==> src/rtl/barrel_shift_pipe.sv <==
// Two-stage SLL/SRL/SRA/ROR shifter: low amount bits in S1, high bits in S2; results leave 2 edges after acceptance,
// one op per cycle, and a stalled output holds both stages. Define BARREL_SHIFT_FLAGS_EN for {Z,N,C} flags (else 0).
module barrel_shift_pipe #(
  parameter int WIDTH = 16,
  localparam int SHW = $clog2(WIDTH)
) (
  input  logic             clk,
  input  logic             rst_n,
  input  logic             flush,
  input  logic             in_valid,
  output logic             in_ready,
  input  logic [WIDTH-1:0] in_data,
  input  logic [SHW-1:0]   in_amt,
  input  logic [1:0]       in_mode,
  output logic             out_valid,
  input  logic             out_ready,
  output logic [WIDTH-1:0] out_data,
  output logic [2:0]       out_flags
);

  localparam int LO = (SHW + 1) / 2;
  localparam int HI = SHW - LO;
  localparam logic [SHW:0] WBITS = (SHW + 1)'(WIDTH);

  localparam logic [1:0] MODE_SLL = 2'b00;
  localparam logic [1:0] MODE_SRL = 2'b01;
  localparam logic [1:0] MODE_SRA = 2'b10;

  function automatic logic [WIDTH-1:0] shift_data(
    input logic [WIDTH-1:0] d,
    input logic [SHW-1:0]   a,
    input logic [1:0]       m
  );
    logic signed [WIDTH-1:0] sd;
    sd = d;
    case (m)
      MODE_SLL: shift_data = d << a;
      MODE_SRL: shift_data = d >> a;
      MODE_SRA: shift_data = sd >>> a;
      default:  shift_data = (d >> a) | (d << (WBITS - {1'b0, a}));
    endcase
  endfunction

  logic             s1_vld;
  logic [WIDTH-1:0] s1_data;
  logic [HI-1:0]    s1_hi;
  logic [1:0]       s1_mode;
  logic             s2_vld;
  logic [WIDTH-1:0] s2_data;

  logic             s1_load;
  logic             s2_load;
  logic             in_fire;
  logic [SHW-1:0]   amt1;
  logic [SHW-1:0]   amt2;
  logic [WIDTH-1:0] s1_res;
  logic [WIDTH-1:0] s2_res;

  assign s2_load  = !s2_vld || out_ready;
  assign s1_load  = !s1_vld || s2_load;
  assign in_ready = rst_n && !flush && s1_load;
  assign in_fire  = in_valid && in_ready;

  assign amt1   = {{HI{1'b0}}, in_amt[LO-1:0]};
  assign amt2   = {s1_hi, {LO{1'b0}}};
  assign s1_res = shift_data(in_data, amt1, in_mode);
  assign s2_res = shift_data(s1_data, amt2, s1_mode);

  assign out_valid = s2_vld;
  assign out_data  = s2_data;

  always_ff @(posedge clk or negedge rst_n) begin
    if (!rst_n) begin
      s1_vld <= 1'b0;
      s2_vld <= 1'b0;
    end else if (flush) begin
      s1_vld <= 1'b0;
      s2_vld <= 1'b0;
    end else begin
      if (s2_load) s2_vld <= s1_vld;
      if (s1_load) s1_vld <= in_fire;
    end
  end

  always_ff @(posedge clk or negedge rst_n) begin
    if (!rst_n) begin
      s1_data <= '0;
      s1_hi   <= '0;
      s1_mode <= 2'b00;
      s2_data <= '0;
    end else begin
      if (in_fire) begin
        s1_data <= s1_res;
        s1_hi   <= in_amt[SHW-1:LO];
        s1_mode <= in_mode;
      end
      if (s2_load && s1_vld) s2_data <= s2_res;
    end
  end

`ifdef BARREL_SHIFT_FLAGS_EN
  // A zero partial amount passes the carry of the earlier stage through unchanged.
  function automatic logic shift_carry(
    input logic [WIDTH-1:0] d,
    input logic [SHW-1:0]   a,
    input logic [1:0]       m,
    input logic             cin
  );
    logic [SHW-1:0]   up;
    logic [SHW-1:0]   dn;
    logic [WIDTH-1:0] r;
    up = ~a + 1'b1;
    dn = a - 1'b1;
    r  = shift_data(d, a, m);
    if (a == '0) begin
      shift_carry = cin;
    end else begin
      case (m)
        MODE_SLL: shift_carry = d[up];
        MODE_SRL: shift_carry = d[dn];
        MODE_SRA: shift_carry = d[dn];
        default:  shift_carry = r[WIDTH-1];
      endcase
    end
  endfunction

  logic       s1_c;
  logic [2:0] s2_flags;
  logic       s2_c;

  assign s2_c      = shift_carry(s1_data, amt2, s1_mode, s1_c);
  assign out_flags = s2_flags;

  always_ff @(posedge clk or negedge rst_n) begin
    if (!rst_n) begin
      s1_c     <= 1'b0;
      s2_flags <= 3'b000;
    end else begin
      if (in_fire) s1_c <= shift_carry(in_data, amt1, in_mode, 1'b0);
      if (s2_load && s1_vld) s2_flags <= {s2_res == '0, s2_res[WIDTH-1], s2_c};
    end
  end
`else
  assign out_flags = 3'b000;
`endif

endmodule

==> config.mk <==
export PLATFORM = sky130hd
export DESIGN_NAME = barrel_shift_pipe
export DESIGN_NICKNAME = d
export VERILOG_FILES = /design/src/rtl/barrel_shift_pipe.sv
export SDC_FILE = /design/constraint.sdc
export NUM_CORES = 1
export LEC_CHECK = 0
export CORE_AREA = 10 10 103 105
export DETAILED_ROUTE_END_ITERATION = 6
export DIE_AREA = 0 0 113 115
export HOLD_SLACK_MARGIN = 0.12
export PLACE_DENSITY = 0.64
export SYNTH_ARGS = -nofsm -noshare
export SYNTH_HDL_FRONTEND = slang
export SYNTH_SLANG_ARGS = --single-unit
export TNS_END_PERCENT = 30
==> constraint.sdc <==
create_clock -name clk -period 6.7 [get_ports clk]
set_input_delay 1.34 -clock clk [delete_from_list [all_inputs] [get_ports clk]]
set_output_delay 1.34 -clock clk [all_outputs]
set_load 0.03 [all_outputs]
; ---- Yosys cells after proc, flatten, opt, wreduce, memory -nomap -nowiden
; Cells that the tools add are included.
[classes]
n_bitwise = 2
reduce_logical = 13
shift = 8
n_eq_ne = 4
add_sub_neg = 2
n_mux = 6
[op_table]
columns = cell, n
row1 = 16-bit case mux with 3 select lines, 2
row2 = 16-bit OR, 2
row3 = 16-bit by 5-bit << shifter with 16-bit output, 2
row4 = 16-bit by 2-bit << shifter with 16-bit output, 1
row5 = 16-bit by 4-bit << shifter with 16-bit output, 1
row6 = 16-bit by 2-bit right shift with 16-bit output, 1
row7 = 16-bit by 4-bit right shift with 16-bit output, 1
row8 = 16-bit by 2-bit >>> shifter with 16-bit output, 1
row9 = 16-bit by 4-bit >>> shifter with 16-bit output, 1
row10 = "5-bit by 2-bit subtractor with 5-bit output, first input constant", 1
row11 = "5-bit by 4-bit subtractor with 5-bit output, first input constant", 1
row12 = "2-bit by 1-bit == test with 1-bit output, second input constant", 2
row13 = "2-bit == test, second input constant", 2
row14 = 1-bit logical AND, 4
row15 = 2-bit logical NOT, 2
row16 = 1-bit two-way mux, 4
row17 = 2-bit nonzero test, 2
row18 = 1-bit logical NOT, 3
row19 = 1-bit logical OR, 2
[word_totals]
register_bits = 38
out_inout_bits = 21
in_bits = 27
wordCells = 41

; ---- Logic depth before layout (Yosys ltp)
[depth]
word_depth = 7
depth_mapped = 10
depth_no_buf = 6

; ---- Worst setup path before layout
; OpenSTA, ideal clock, no wires.
[synth_path]
path_kind = input -> output
startpoint = input out_ready
endpoint = output in_ready
setup_slack_ps = 3563
cell_stages = 2
arrival_time_ps = 1797
cell_sequence = nand3b_1 -> and3b_1
[synth_via]
elab_chain_len = 3
[synth_lines]
columns = element, line
row1 = start: declaration, 16  ; input logic out_ready,
row2 = 1-bit logical OR, 59  ; assign s2_load = !s2_vld || out_ready;
row3 = 1-bit logical OR, 60  ; assign s1_load = !s1_vld || s2_load;
row4 = 1-bit logical AND, 61  ; assign in_ready = rst_n && !flush && s1_load;
row5 = end: declaration, 11  ; output logic in_ready,
; Every way passes these cells.

; ---- Final worst setup path
[layout_path]
startpoint = input rst_n
endpoint = output in_ready
[layout_via]
elab_chain_len = 2
[layout_lines]
columns = element, line
row1 = start: declaration, 8  ; input logic rst_n,
row2 = 1-bit logical AND (2 in series), 61
; Every way passes these cells.

==> metrics <==
status=completed; worst slack, placed=2.317 ns; crit-path max cell delay=0.68 ns; Rows=34; initial drt markers=180; post-route ant nets=0; WHS=0.4931 ns; Pint=0.5622 mW; vias in the first global route=2853; commonest cells after routing, fill and taps aside=mux2i_1, clkdlybuf4s50_1, nand2_1; synthesized-area fraction occupied by and/or/nand/nor cells=0.1561; Clock Tree Buf Depth=2; clk slew on worst S/H paths=0.07 ns; FF-to-FF path depth=7; Routed WL per cell=18.18 um; compound-gate portion of the synthesized area=0.2145; FF+latch count, synth=38; combinational power share=0.487; Post-DP HPWL=6595 um; Root Buffer=clkbuf_8; synth warn=0; fmax=0.2327 GHz; Congestion Overflow GR=0; Reg2Reg Setup Slack=3.83 ns; worst slew pin tran=0.9192 ns; switching part of the total=0.4228; asr flop ratio synth=1.000; Hold Crit Endpoint=out_data[6]; mux contribution to synthesized area=0.2714; Ports=48; Min-Delay Path Class=reg2reg; Area Growth Syn to Fin=14.20%; nets=416; r2r endpoint=out_data[15]; Post-Syn Instances=366; Critical Path RT=5.36 ns; final hold vios=0; Antenna diodes=0; crit-path cells=buf_2 > and3b_1 > clkdlybuf4s50_1; Post-CTS Resized=0; crit path max fanout=40; H-tree depth=2; largest family of logic cells by synthesized area=multiplexers; ys flop type=dfrtp_1; leakage power=1.560 nW; chip height=115 um; adder-cell share of the synthesized area=0.007396; Setup Skew=0.004398 ns; Post-synth EDFFs=0; hold buffers post-CTS=0; CORE AREA=8551 sq um; Synth cell types=61; IO Port Bufs=44; Total Wirelength=9000 um; Via density=6.008; DIE AREA=13000 sq um; drt pass-1 iters=4; first-pass GRT wire length=14680 um; commonest non-fill, non-tap cell in the layout=mux2i_1; Rel. slew slack=0.3872; total track usage=0.1328; initial antenna violation count=0; Reg power frac=0.358; CP Buf/Inv Count=2; Placed Cells=488; NetSw=0.4118 mW; DRC Markers=0; worst hold start=out_data[6]; endpoint class of the critical path=output pin; WHS Path Cells=2; fraction of layout cells with a size suffix above 1=0.1008; gp weighted congestion=0.8824; mapped cell area=3383 sq um; initial cell density of the core=0.3957; Cell Pwr Density=252.1 nW/um^2; CP top delay family=buffers and inverters; Reg2Reg Launch Point=s1_hi[1]; TritonCTS clock tree=done; clk_lat worst skew=0.29 ns; Finished Layout Cells=495; Setup WS post-layout=2.402 ns; Seq/Total Area, Yosys=0.2811; RSZ-0062 raised after global routing=no; total negative slack=0 ns; Clock power frac=0.155; Max IR drop VDD=0.09992 mV; via count=2974; Post-CTS Setup Bufs=0; min Tclk post-route=4.298 ns; startpoint types=primary input; xor-xnor portion of the synthesized cell area=0; largest net degree at the start of global routing=43; WS Path Type=in2out; max-slew violations=0; final setup vio count=0; die width=113 um; Max Cap Violations=0; CTS buffer count=5; CTS Sinks=38; syn avg cell area=9.244 sq um; final cycle utilization of the critical path=0.6414; worst path arrival time=2.96 ns; Crit-path slowest cell=clkdlybuf4s50_1
==> worst max path at each step <==
stage | start | end | cells after the start
final | rst_n | in_ready | 3
after global routing | rst_n | in_ready | 3
after CTS | rst_n | in_ready | 3
after detailed placement | rst_n | in_ready | 3
after global placement | rst_n | in_ready | 3
after floorplan | out_ready | in_ready | 2
==> power groups by stage <==
| stage | clock, mW | sequential (mW) | combinational (mW) |
|---|---|---|---|
| after floorplan | 0 | 0.389 | 0.283 |
| after global placement | 0 | 0.349 | 0.468 |
| after detailed placement | 0 | 0.354 | 0.473 |
| after CTS | 0.159 | 0.349 | 0.474 |
| after global routing | 0.163 | 0.358 | 0.514 |
| final | 0.151 | 0.348 | 0.474 |
==> cells by family after synthesis <==
| logic type | Yosys count |
|---|---|
| AND/OR/NAND/NOR | 108 |
| other | 1 |
| adder cells (fa/ha/maj) | 2 |
| buffers and inverters | 44 |
| flip-flops | 38 |
| multiplexers | 68 |
| AO/OA/AOI/OAI | 105 |
==> cells in the mapped netlist (3+ instances only) <==
cell,instances,area [sq um]
nand3b_1,6,45.04
a31oi_1,9,56.30
o21ai_0,28,140.1
inv_1,8,30.03
mux4_1,4,105.1
dfrtp_1,38,950.9
and3_1,3,18.77
o31a_1,3,26.28
o211ai_1,7,52.55
mux2i_1,43,430.4
nand2b_1,5,31.28
buf_2,13,65.06
nor2b_1,5,31.28
o21ai_1,3,15.01
nand2_1,40,150.1
buf_4,9,67.56
clkbuf_1,11,41.29
mux2_2,8,90.09
nor2_1,30,112.6
a221oi_1,10,87.58
mux4_2,13,292.8
a21oi_1,11,55.05
o2bb2ai_1,7,61.31
==> cell type report <==
| cell class | instances | area, sq um |
|---|---|---|
| fill | 834 | 4687 |
| inverter | 8 | 30.03 |
| tap | 108 | 135.1 |
| clock buffer | 5 | 68.82 |
| sequential | 38 | 950.9 |
| clock inverter | 2 | 10.01 |
| multi-input combinational | 286 | 2208 |
| timing repair buffer | 48 | 460.4 |
==> tightest hold or removal path, stage by stage, from the launching register on <==
cell and delay, ns:
dfrtp_1 0.35, nand2_1 0.05, o21ai_0 0.06
==> per-stage QoR <==
step                  util  power, mW  area, sq um
finish              0.4519     0.9740         3864
global route        0.4519      1.035         3864
CTS                 0.4519     0.9815         3864
detailed placement  0.4426     0.8262         3785
global placement    0.4426     0.8174         3785
floorplan                -     0.6718         3391
==> routing by layer <==
layer	part of all wire	track usage	vias up
met5	0	0	-
met4	0.016	0.02876	0
met3	0.065	0.02604	13
met2	0.47	0.2204	106
met1	0.44	0.1748	1430
li1	-	-	1425
==> sequential cells by signal (all words and copies together), names as in the netlist <==
register   flops
out_data      16
out_valid      1
s1_data       16
s1_hi          2
s1_mode        2
s1_vld         1
(Power assumes the default switching activity.)
